`src/rtl/time_digit_writer_if.sv`:
```
// Write bus from the time digit writer to the downstream segment decoder.
interface time_digit_writer_if;
    logic        oChip_select_n;
    logic        oWrite_n;
    logic [2:0]  oAddress;
    logic [31:0] oData;

    modport master (output oChip_select_n, oWrite_n, oAddress, oData);
    modport slave  (input  oChip_select_n, oWrite_n, oAddress, oData);
endinterface

```
`src/rtl/time_digit_writer.sv`:
```
// Time-of-day counter that streams its six BCD digits to a segment decoder after every change.
// Define TWELVE_HOUR_EN for a 1..12 hour count; otherwise hours run 0..23.
module time_digit_writer (
    input  logic                       iClk,
    input  logic                       iReset_n,
    input  logic                       iTick,
    input  logic                       iLoad,
    input  logic [4:0]                 iLoad_hours,
    input  logic [5:0]                 iLoad_minutes,
    input  logic [5:0]                 iLoad_seconds,
    time_digit_writer_if.master        decoderBus
);
    typedef enum logic {IDLE = 1'b0, WRITE = 1'b1} fsmState_t;

`ifdef TWELVE_HOUR_EN
    localparam logic [4:0] HOUR_FIRST = 5'd1;
    localparam logic [4:0] HOUR_LAST  = 5'd12;
    localparam logic [4:0] HOUR_RESET = 5'd12;
`else
    localparam logic [4:0] HOUR_FIRST = 5'd0;
    localparam logic [4:0] HOUR_LAST  = 5'd23;
    localparam logic [4:0] HOUR_RESET = 5'd0;
`endif
    localparam logic [2:0] LAST_DIGIT = 3'd5;

    logic [4:0]       hours;
    logic [5:0]       minutes;
    logic [5:0]       seconds;
    logic             hoursValid;
    logic             loadAccept;
    logic             timeUpdate;
    logic             pending;
    logic             startSnapshot;
    fsmState_t        state;
    fsmState_t        stateNext;
    logic [2:0]       digitIndex;
    logic [2:0]       digitIndexNext;
    logic [5:0][3:0]  liveDigits;
    logic [5:0][3:0]  snapshot;
    logic [3:0]       currentDigit;

    function automatic logic [7:0] toBcd(input logic [5:0] value);
        logic [3:0] tens;
        logic [3:0] ones;
        tens = 4'(value / 6'd10);
        ones = 4'(value - 6'(tens) * 6'd10);
        return {tens, ones};
    endfunction

`ifdef TWELVE_HOUR_EN
    assign hoursValid = (iLoad_hours >= HOUR_FIRST) && (iLoad_hours <= HOUR_LAST);
`else
    assign hoursValid = (iLoad_hours <= HOUR_LAST);
`endif
    assign loadAccept = iLoad && hoursValid && (iLoad_minutes <= 6'd59) && (iLoad_seconds <= 6'd59);
    // A load strobe always swallows a coincident tick, even when the load itself is rejected.
    assign timeUpdate = loadAccept || (iTick && !iLoad);

    assign liveDigits = {toBcd({1'b0, hours}), toBcd(minutes), toBcd(seconds)};

    always_ff @(posedge iClk or negedge iReset_n) begin
        if (!iReset_n) begin
            hours   <= HOUR_RESET;
            minutes <= 6'd0;
            seconds <= 6'd0;
        end else if (iLoad) begin
            if (loadAccept) begin
                // NOTE: non-blocking assignments keep every register reading pre-edge values.
                hours   <= iLoad_hours;
                minutes <= iLoad_minutes;
                seconds <= iLoad_seconds;
            end
        end else if (iTick) begin
            if (seconds == 6'd59) begin
                seconds <= 6'd0;
                if (minutes == 6'd59) begin
                    minutes <= 6'd0;
                    hours   <= (hours == HOUR_LAST) ? HOUR_FIRST : hours + 5'd1;
                end else begin
                    minutes <= minutes + 6'd1;
                end
            end else begin
                seconds <= seconds + 6'd1;
            end
        end
    end

    always_comb begin
        // NOTE: defaults first so no path leaves a signal unassigned and infers a latch.
        stateNext      = state;
        digitIndexNext = digitIndex;
        startSnapshot  = 1'b0;
        case (state)
            IDLE: begin
                if (pending) begin
                    stateNext      = WRITE;
                    digitIndexNext = 3'd0;
                    startSnapshot  = 1'b1;
                end
            end
            WRITE: begin
                if (digitIndex == LAST_DIGIT) begin
                    if (pending) begin
                        digitIndexNext = 3'd0;
                        startSnapshot  = 1'b1;
                    end else begin
                        stateNext = IDLE;
                    end
                end else begin
                    digitIndexNext = digitIndex + 3'd1;
                end
            end
            default: stateNext = IDLE;
        endcase
    end

    // NOTE: the snapshot is reset too, because it drives oData directly and must read 0 in reset.
    always_ff @(posedge iClk or negedge iReset_n) begin
        if (!iReset_n) begin
            state      <= IDLE;
            digitIndex <= 3'd0;
            pending    <= 1'b1;
            snapshot   <= '0;
        end else begin
            state      <= stateNext;
            digitIndex <= digitIndexNext;
            // A change landing on the snapshot edge must survive to trigger the next sequence.
            pending    <= timeUpdate || (pending && !startSnapshot);
            if (startSnapshot) begin
                snapshot <= liveDigits;
            end
        end
    end

    always_comb begin
        currentDigit = 4'd0;
        case (digitIndex)
            3'd0:    currentDigit = snapshot[0];
            3'd1:    currentDigit = snapshot[1];
            3'd2:    currentDigit = snapshot[2];
            3'd3:    currentDigit = snapshot[3];
            3'd4:    currentDigit = snapshot[4];
            3'd5:    currentDigit = snapshot[5];
            default: currentDigit = 4'd0;
        endcase
    end

    // Index and snapshot are frozen outside WRITE, so address and data hold their last values.
    assign decoderBus.oChip_select_n = (state != WRITE);
    assign decoderBus.oWrite_n       = (state != WRITE);
    assign decoderBus.oAddress       = digitIndex;
    assign decoderBus.oData          = {28'd0, currentDigit};
endmodule

```
`src/flat_wrapper.sv`:
```
// flat-port wrapper written by rule: the top's interface ports become plain ports
module time_digit_writer_flat 
  (iClk, iReset_n, iTick, iLoad, iLoad_hours, iLoad_minutes, iLoad_seconds, decoderBus_oChip_select_n, decoderBus_oWrite_n, decoderBus_oAddress, decoderBus_oData);
  time_digit_writer_if decoderBus_i ();
  input  logic iClk;
  input  logic iReset_n;
  input  logic iTick;
  input  logic iLoad;
  input  logic [4:0] iLoad_hours;
  input  logic [5:0] iLoad_minutes;
  input  logic [5:0] iLoad_seconds;
  output wire logic [$bits(decoderBus_i.oChip_select_n)-1:0] decoderBus_oChip_select_n;
  output wire logic [$bits(decoderBus_i.oWrite_n)-1:0] decoderBus_oWrite_n;
  output wire logic [$bits(decoderBus_i.oAddress)-1:0] decoderBus_oAddress;
  output wire logic [$bits(decoderBus_i.oData)-1:0] decoderBus_oData;
  assign decoderBus_oChip_select_n = decoderBus_i.oChip_select_n;
  assign decoderBus_oWrite_n = decoderBus_i.oWrite_n;
  assign decoderBus_oAddress = decoderBus_i.oAddress;
  assign decoderBus_oData = decoderBus_i.oData;
  time_digit_writer u_core (.iClk(iClk), .iReset_n(iReset_n), .iTick(iTick), .iLoad(iLoad), .iLoad_hours(iLoad_hours), .iLoad_minutes(iLoad_minutes), .iLoad_seconds(iLoad_seconds), .decoderBus(decoderBus_i));
endmodule
```
`config.mk`:
```
export PLATFORM = sky130hd
export DESIGN_NAME = time_digit_writer_flat
export DESIGN_NICKNAME = d
export VERILOG_FILES = /design/src/rtl/time_digit_writer_if.sv /design/src/rtl/time_digit_writer.sv /design/src/flat_wrapper.sv
export SDC_FILE = /design/constraint.sdc
export NUM_CORES = 1
export LEC_CHECK = 0
export BUFFER_PORTS_ARGS = -buffer_cell sky130_fd_sc_hd__buf_4
export CORE_MARGIN = 10
export CORE_UTILIZATION = 50
export DETAILED_ROUTE_END_ITERATION = 10
export GPL_TIMING_DRIVEN = 0
export HOLD_SLACK_MARGIN = 0.15
export PLACE_DENSITY = 0.73
export RECOVER_POWER = 50
export SYNTH_ARGS = -nofsm -noshare
export SYNTH_HDL_FRONTEND = slang
export SYNTH_SLANG_ARGS = --single-unit
```
`constraint.sdc`:
```
create_clock -name iClk -period 8.7 [get_ports iClk]
set_input_delay 0.435 -clock iClk [delete_from_list [all_inputs] [get_ports iClk]]
set_output_delay 0.435 -clock iClk [all_outputs]
set_load 0.05 [all_outputs]
```
==> flow_summary.json, run 1 <==
{
  "outcome": "complete, but fails checks",
  "violations": "max-capacitance violations, max-slew violations",
  "row_count": 28,
  "max_stage_delay_ps": 430,
  "synth_flop_cell": "dfrtp_1",
  "setup_violations": 0,
  "cts_buffer_depth": 2,
  "drv_slew": 43,
  "synth_edf_count": 0,
  "fmax_ghz": 0.268,
  "area_growth_pct": 17.0,
  "via_per_inst": 5.40,
  "chipWidth_um": 98.0,
  "skew_ps": 5.81,
  "synth.distinct_cells": 55,
  "port_buffers": 28,
  "coreArea_sq_mm": 0.00592,
  "postSynthCellCount": 347,
  "first_pass_iters": 4,
  "grt_pass1_vias": 2553,
  "crit_type": "flop to flop",
  "max_cap_violations": 1,
  "cts_made_buffers": 5,
  "start_util": 0.514,
  "worst_pin_slew_ps": 2250,
  "drtIter0Drc": 172,
  "ios": 58,
  "hold_viol_final": 0,
  "ctsRootBufferMaster": "clkbuf_8",
  "nets": 455,
  "ctsResizeCount": 0,
  "post_drt_wl_per_cell_um": 15.0,
  "max-slew-margin-rel": -0.499,
  "rsz0062_at_grt": "false",
  "synthArstFlopShare": 1.00,
  "htree_levels": 2,
  "grt_pass1_wl_mm": 12.2,
  "required_ps": 8860,
  "route.antenna.remaining_nets": 0,
  "cts_tree": "built",
  "worstHoldPathType": "input pin to flop",
  "stdcell_count": 486,
  "antenna_found_initial": 0,
  "p_leak_nw": 1.71,
  "crit_top_cell": "ha_1",
  "startpoint_type": "flop",
  "cts.sinks": 42,
  "antenna_cells": 0,
  "grt-ovfl-total": 0,
  "vdd_ir_drop_max_uv": 232,
  "post_cts_buffers": 0,
  "end_kind": "flop",
  "crit_chain": "buf_2, inv_1, ha_1, a21oi_1, a21oi_1, mux2_2, ha_1, nor3b_1, a311o_1, o21ai_1, ha_1, inv_1, fa_1, a221oi_1, a211o_1, a32oi_1",
  "p_total_mw": 1.07,
  "die_area_sq_mm": 0.00961,
  "route.vias.total": 2622,
  "clock_latency_ps": 300,
  "grt_max_degree": 43,
  "chipHeight_um": 98.0,
  "num-fill-cells": 535,
  "path_max_fanout": 10,
  "dp_hpwl_mm": 5.62,
  "period_needed_ps": 3730,
  "cp.arrival_ps": 3890,
  "drive_above_1_share": 0.202,
  "routed_wirelength_mm": 7.31,
  "drc_errors": 0,
  "post-route-period-util": 0.429,
  "synth_area_sq_mm": 0.00304,
  "powerDensity_mw_per_mm2": 301,
  "fin_setup_tns_ps": 0,
  "grt_util_all_layers": 0.147,
  "clk_pin_slew_worst_paths_ps": 80,
  "postCtsHoldBufs": 1,
  "ys_seq_elements": 42,
  "synth-seq-area-share": 0.346,
  "place_congestion": 0.891,
  "hold_path_depth": 3,
  "yosysWarnings": 0,
  "avgSynthCellArea_sq_um": 8.77,
  "dpl.cell_count": 477,
  "r2r_cells": 16,
  "cp_slowest_cell": "fa_1"
}
## metrics by stage
step,instance area (sq um),hold slack [ps],worst slack (ps),utilization
after floorplan,3140,139,5430,-
after global placement,3450,465,5140,0.582
after detailed placement,3450,471,5060,0.582
after CTS,3570,405,5030,0.604
after global routing,3560,412,4770,0.601
final,3560,411,4970,0.601
## flip-flops by register name (all words and copies together), names as in the netlist
register	flops
u_core.snapshot	20
u_core.minutes	6
u_core.seconds	6
u_core.hours	5
u_core.decoderBus.oAddress	3
u_core.pending	1
u_core.state	1
## routing by layer
layer | up-vias | GRT usage | wire, um
li1 | 1300 | - | -
met1 | 1215 | 0.186 | 3220
met2 | 97 | 0.242 | 3450
met3 | 10 | 0.0395 | 556
met4 | 0 | 0.0391 | 80
met5 | - | 0 | 0
## critical path, delay by kind of cell (launching register included)
| family | cells | cell delay (ps) |
|---|---|---|
| simple gates | 1 | 150 |
| buf+inv | 3 | 330 |
| fa+ha+maj | 4 | 1080 |
| flops | 1 | 360 |
| compound gates | 7 | 1350 |
| mux | 1 | 310 |
## final timing paths
kind / start / to / slack, ps
worst max-delay path: u_core.seconds[4]$_DFFE_PN0P_ / u_core.snapshot[3]$_DFFE_PN0P_ / 4970
worst max register to register: u_core.seconds[4]$_DFFE_PN0P_ / u_core.snapshot[3]$_DFFE_PN0P_ / 4970
max in group asynchronous: iReset_n / u_core.snapshot[3]$_DFFE_PN0P_ / 6080
worst min register to register: u_core.snapshot[17]$_DFFE_PN0P_ / u_core.snapshot[17]$_DFFE_PN0P_ / 480
worst min-delay path: iLoad_hours[1] / u_core.hours[1]$_DFFE_PN0P_ / 410
min in group asynchronous: iReset_n / u_core.snapshot[19]$_DFFE_PN0P_ / 1340
## cells in the final DEF (no fill, tap or decap), drive strengths merged, types with 2 or more instances in the layout
cell type / count
a22oi: 6
o21ai: 44
inv: 24
o31ai: 2
nor3: 9
conb: 28
mux2: 8
o21a: 3
a21oi: 22
nor3b: 2
nand4: 3
nor2b: 3
ha: 22
buf: 60
a21o: 2
a32o: 2
or3: 2
a21boi: 2
mux2i: 3
clkbuf: 22
a2bb2oi: 2
and3: 2
xnor2: 2
o22ai: 6
nand3: 8
nand2b: 5
nand2: 32
fa: 2
a31oi: 2
dfrtp: 41
a32oi: 7
a221oi: 4
nor2: 11
## layout make-up
class | count | area (sq um) | area share
repair buffers | 29 | 205 | 0.0576
inverters | 24 | 90.1 | 0.0253
plain buffers | 47 | 299 | 0.0840
multi-input cells | 261 | 1700 | 0.478
clock buffers | 7 | 86.3 | 0.0243
well taps | 75 | 93.8 | 0.0264
clock inverters | 1 | 30.0 | 0.00844
flip-flops and latches | 42 | 1050 | 0.296
## synthesized netlist by cell type, types with 2 or more instances
library cell | count | share of area
a22oi_1 | 6 | 0.015
dfrtp_1 | 41 | 0.34
nand2_1 | 32 | 0.039
fa_1 | 2 | 0.013
a31oi_1 | 2 | 0.0041
mux2i_1 | 3 | 0.0099
nor3b_1 | 2 | 0.0049
a221oi_1 | 3 | 0.0086
o31ai_1 | 2 | 0.0049
nor2b_1 | 2 | 0.0041
a2bb2oi_1 | 2 | 0.0058
mux2_2 | 8 | 0.030
o22ai_1 | 6 | 0.012
a21oi_1 | 22 | 0.036
a32oi_1 | 7 | 0.020
buf_4 | 31 | 0.076
clkbuf_1 | 11 | 0.014
and3_1 | 2 | 0.0041
a21o_1 | 2 | 0.0049
ha_1 | 22 | 0.090
o21a_1 | 3 | 0.0074
nand2b_1 | 4 | 0.0082
nor2_1 | 11 | 0.014
or3_1 | 2 | 0.0041
buf_2 | 5 | 0.0082
o21ai_0 | 38 | 0.062
a32o_1 | 2 | 0.0066
nor3_1 | 9 | 0.015
inv_1 | 24 | 0.030
o21ai_1 | 6 | 0.0099
nand4_1 | 3 | 0.0062
nand3_1 | 8 | 0.013
xnor2_1 | 2 | 0.0058
## cell families (layout without fill, tap and decap cells)
kind of cell | Yosys count | count (layout) | share of synthesized area
buffers and inverters | 71 | 108 | 0.128
muxes | 11 | 11 | 0.0395
DFF | 42 | 42 | 0.346
AOI/OAI and AO/OA | 114 | 114 | 0.242
and+or+nand+nor | 80 | 80 | 0.128
xor gates and xnor gates | 3 | 3 | 0.00864
other | 1 | 28 | 0.00123
adders and majority gates | 25 | 25 | 0.107
## where the power goes
part           internal [mW]  leakage, nW  switching, mW
clock                 0.0936       0.0585         0.0690
combinational          0.216         1.14          0.360
sequential             0.269        0.512         0.0644
Note: power is estimated with default switching activity, not from simulation.
==> run 2: changes to the inputs <==
--- a/config.mk
+++ b/config.mk
@@ -5,6 +5,7 @@
 export SDC_FILE = /design/constraint.sdc
 export NUM_CORES = 1
 export LEC_CHECK = 0
+export ABC_AREA = 1
 export BUFFER_PORTS_ARGS = -buffer_cell sky130_fd_sc_hd__buf_4
 export CORE_MARGIN = 10
 export CORE_UTILIZATION = 50
==> constraint.sdc (replaced) <==
create_clock -name iClk -period 3.7 [get_ports iClk]
set_input_delay 0.185 -clock iClk [delete_from_list [all_inputs] [get_ports iClk]]
set_output_delay 0.185 -clock iClk [all_outputs]
set_load 0.05 [all_outputs]
==> run 2 against run 1 <==
  * Critical endpoint unchanged
  * Maximum frequency up 24%
  * Setup slack worse by 4300 ps
  * Via count up 1.5%
  * Synthesized cell count grew 15%
  * Combinational power increased by 120%
  * Worst hold slack lost 250 ps
  * Highest routed layer unchanged
  * The run still ends with max-capacitance violations, max-slew violations left
  * First-iteration DRC count shrank 20%
  * Routed wire length is 4.8% lower
  * Largest cell class unchanged
  * Clock power grew 94%
  * Sequential share of layout area shrank 0.22 points
==> flow_summary.json, run 2 <==
{
  "synth.distinct_cells": 37,
  "post-route-period-util": 0.810,
  "drive_above_1_share": 0.210,
  "max-slew-margin-rel": -0.557,
  "startpoint_type": "flop",
  "vdd_ir_drop_max_uv": 686,
  "worstHoldPathType": "input pin to flop",
  "seq_area_sq_mm": 0.00105,
  "cts_tree": "built",
  "synth-seq-area-share": 0.341,
  "ctsRootBufferMaster": "clkbuf_8",
  "stdcell_count": 538,
  "via_per_inst": 4.95,
  "antenna_cells": 0,
  "utilization": 0.602,
  "row_count": 28,
  "largest_reg_flops": 20,
  "nets": 507,
  "post_drt_wl_per_cell_um": 12.9,
  "synth_top_area_frac": 0.333,
  "grt_util_all_layers": 0.145,
  "htree_levels": 2,
  "num-fill-cells": 559,
  "clk_pin_slew_worst_paths_ps": 90,
  "chipWidth_um": 98.5,
  "dp_hpwl_mm": 5.41,
  "internal_power_mw": 1.22,
  "violations": "max-capacitance violations, max-slew violations",
  "max_cap_violations": 1,
  "chipHeight_um": 98.5,
  "dpl.cell_count": 529,
  "ctsResizeCount": 0,
  "multi_input_area_sq_mm": 0.00165,
  "port_buffers": 29,
  "synth_common_cells": "nand2_1, dfrtp_1, inv_1",
  "ios": 58,
  "cp_slowest_cell": "dfrtp_1",
  "p_sw_mw": 1.16,
  "setup_slack_ps": 703,
  "start_util": 0.518,
  "coreArea_sq_mm": 0.00596,
  "outcome": "complete, but fails checks",
  "p_leak_nw": 1.88,
  "fmax_ghz": 0.334,
  "drtIter0Drc": 137,
  "seq_power_share": 0.330,
  "max_stage_delay_ps": 450,
  "avgSynthCellArea_sq_um": 7.75,
  "routed_wirelength_mm": 6.96,
  "dpl_worst_slack_ps": 726,
  "final_cell_mix": "nand2_1, buf_4, dfrtp_1, inv_1, o21ai_0",
  "crit_chain": "inv_1, ha_1, o21ai_1, o21ai_0, inv_1, ha_1, a22oi_1, nand2_1, nand2_2, ha_1, inv_1, fa_1, inv_1, xor2_1, nand3_1, nand3_1, nand2_1",
  "period_needed_ps": 3000,
  "p_comb_frac": 0.537,
  "cp_num_buf_inv": 4,
  "drc_errors": 0,
  "ys_seq_elements": 42,
  "biggestRegsByFlops": "u_core.snapshot: 20 flops, u_core.minutes: 6 flops, u_core.seconds: 6 flops",
  "clock_latency_ps": 300,
  "synth_area_sq_mm": 0.00308,
  "die_area_sq_mm": 0.00971,
  "yosys.area.top_type": "dfrtp_1",
  "synth_flop_cell": "dfrtp_1",
  "worst_pin_slew_ps": 2340,
  "route.antenna.remaining_nets": 0,
  "cp.arrival_ps": 3190,
  "cts_made_buffers": 5,
  "cts.sinks": 42,
  "hold_slack_ps": 165,
  "crit_type": "flop to flop",
  "skew_ps": 11.6,
  "synth_edf_count": 0,
  "route.vias.total": 2662,
  "postSynthCellCount": 398,
  "required_ps": 3890,
  "grt_max_degree": 43,
  "final_common_cell": "nand2_1",
  "drv_slew": 43,
  "grt-ovfl-total": 0,
  "largest_register": "u_core.snapshot",
  "setup_violations": 0,
  "grt_pass1_wl_mm": 12.0,
  "crit_top_cell": "inv_1",
  "pwr-share-clk": 0.133,
  "cts_buffer_depth": 2,
  "yosysMostFrequentCell": "nand2_1",
  "sw_frac_of_total": 0.486,
  "hold_viol_final": 0,
  "first_pass_iters": 4,
  "area_growth_pct": 16.3,
  "place_congestion": 0.859,
  "synthArstFlopShare": 1.00,
  "rsz0062_at_grt": "false",
  "antenna_found_initial": 0,
  "yosysWarnings": 0,
  "grt_pass1_vias": 2621,
  "critPathTopFamily": "adder cells",
  "synth_area_leaders": "dfrtp_1, nand2_1, ha_1",
  "fin_setup_tns_ps": 0,
  "path_max_fanout": 6,
  "end_kind": "flop",
  "powerDensity_mw_per_mm2": 663
}
[run 2: logic make-up (layout without fill, tap and decap cells)]
family,Yosys count,count (layout),synth area share
xor gates and xnor gates,12,12,0.0341
buffers and inverters,88,126,0.158
DFF,42,42,0.341
adders and majority gates,24,24,0.102
AOI/OAI and AO/OA,72,72,0.137
other,1,28,0.00122
and+or+nand+nor,159,159,0.226
[run 2: per-stage QoR]
stage          area (sq um)  power [mW]
2_1_floorplan          3180        1.75
3_3_place_gp           3500        2.04
3_5_place_dp           3500        2.08
4_1_cts                3600        2.40
5_1_grt                3590        2.62
6_report               3590        2.38
[run 2: worst paths after layout]
path | from | endpoint | slack, ps | cells after the start
max | u_core.seconds[4]$_DFFE_PN0P_ | u_core.snapshot[3]$_DFFE_PN0P_ | 700 | 17
max in group asynchronous | iReset_n | u_core.snapshot[12]$_DFFE_PN0P_ | 1230 | 2
min reg2reg | u_core.snapshot[9]$_DFFE_PN0P_ | u_core.snapshot[9]$_DFFE_PN0P_ | 490 | 2
min in group asynchronous | iReset_n | u_core.hours[2]$_DFFE_PN0P_ | 1130 | 2
min | iLoad_seconds[1] | u_core.seconds[1]$_DFFE_PN0P_ | 170 | 3
max reg2reg | u_core.seconds[4]$_DFFE_PN0P_ | u_core.snapshot[3]$_DFFE_PN0P_ | 700 | 17
[run 2: power by group through the flow]
stage / clock (mW) / sequential (mW) / combinational [mW]
after floorplan: 0 / 0.801 / 0.951
after global placement: 0 / 0.787 / 1.25
after detailed placement: 0 / 0.792 / 1.29
after CTS: 0.326 / 0.783 / 1.29
after global routing: 0.346 / 0.810 / 1.46
final: 0.316 / 0.785 / 1.28
[run 2: worst register-to-register path, cell delays in order, from the launching register on]
cell,delay (ps)
dfrtp_1,450
inv_1,120
ha_1,290
o21ai_1,170
o21ai_0,110
inv_1,120
ha_1,240
a22oi_1,170
nand2_1,120
nand2_2,90
ha_1,130
inv_1,40
fa_1,340
inv_1,80
xor2_1,190
nand3_1,100
nand3_1,80
nand2_1,40
[run 2: area by class of cell]
type | instances | share of cell area
plain buffers | 41 | 0.0865
clock buffers | 6 | 0.0230
clock inverters | 2 | 0.00349
inverters | 47 | 0.0492
multi-input cells | 295 | 0.459
flip-flops and latches | 42 | 0.293
well taps | 75 | 0.0262
repair buffers | 30 | 0.0593
[run 2: timing repair]
action,CTS,global route
endpoints found under the hold margin,41,0
hold buffers,1,0
buffers inserted,0,0
[run 2: metal layers]
layer / GRT usage / vias up / routed length, um
li1: - / 1362 / -
met1: 0.184 / 1219 / 3220
met2: 0.233 / 75 / 3210
met3: 0.0412 / 6 / 451
met4: 0.0463 / 0 / 80
met5: 0 / - / 0
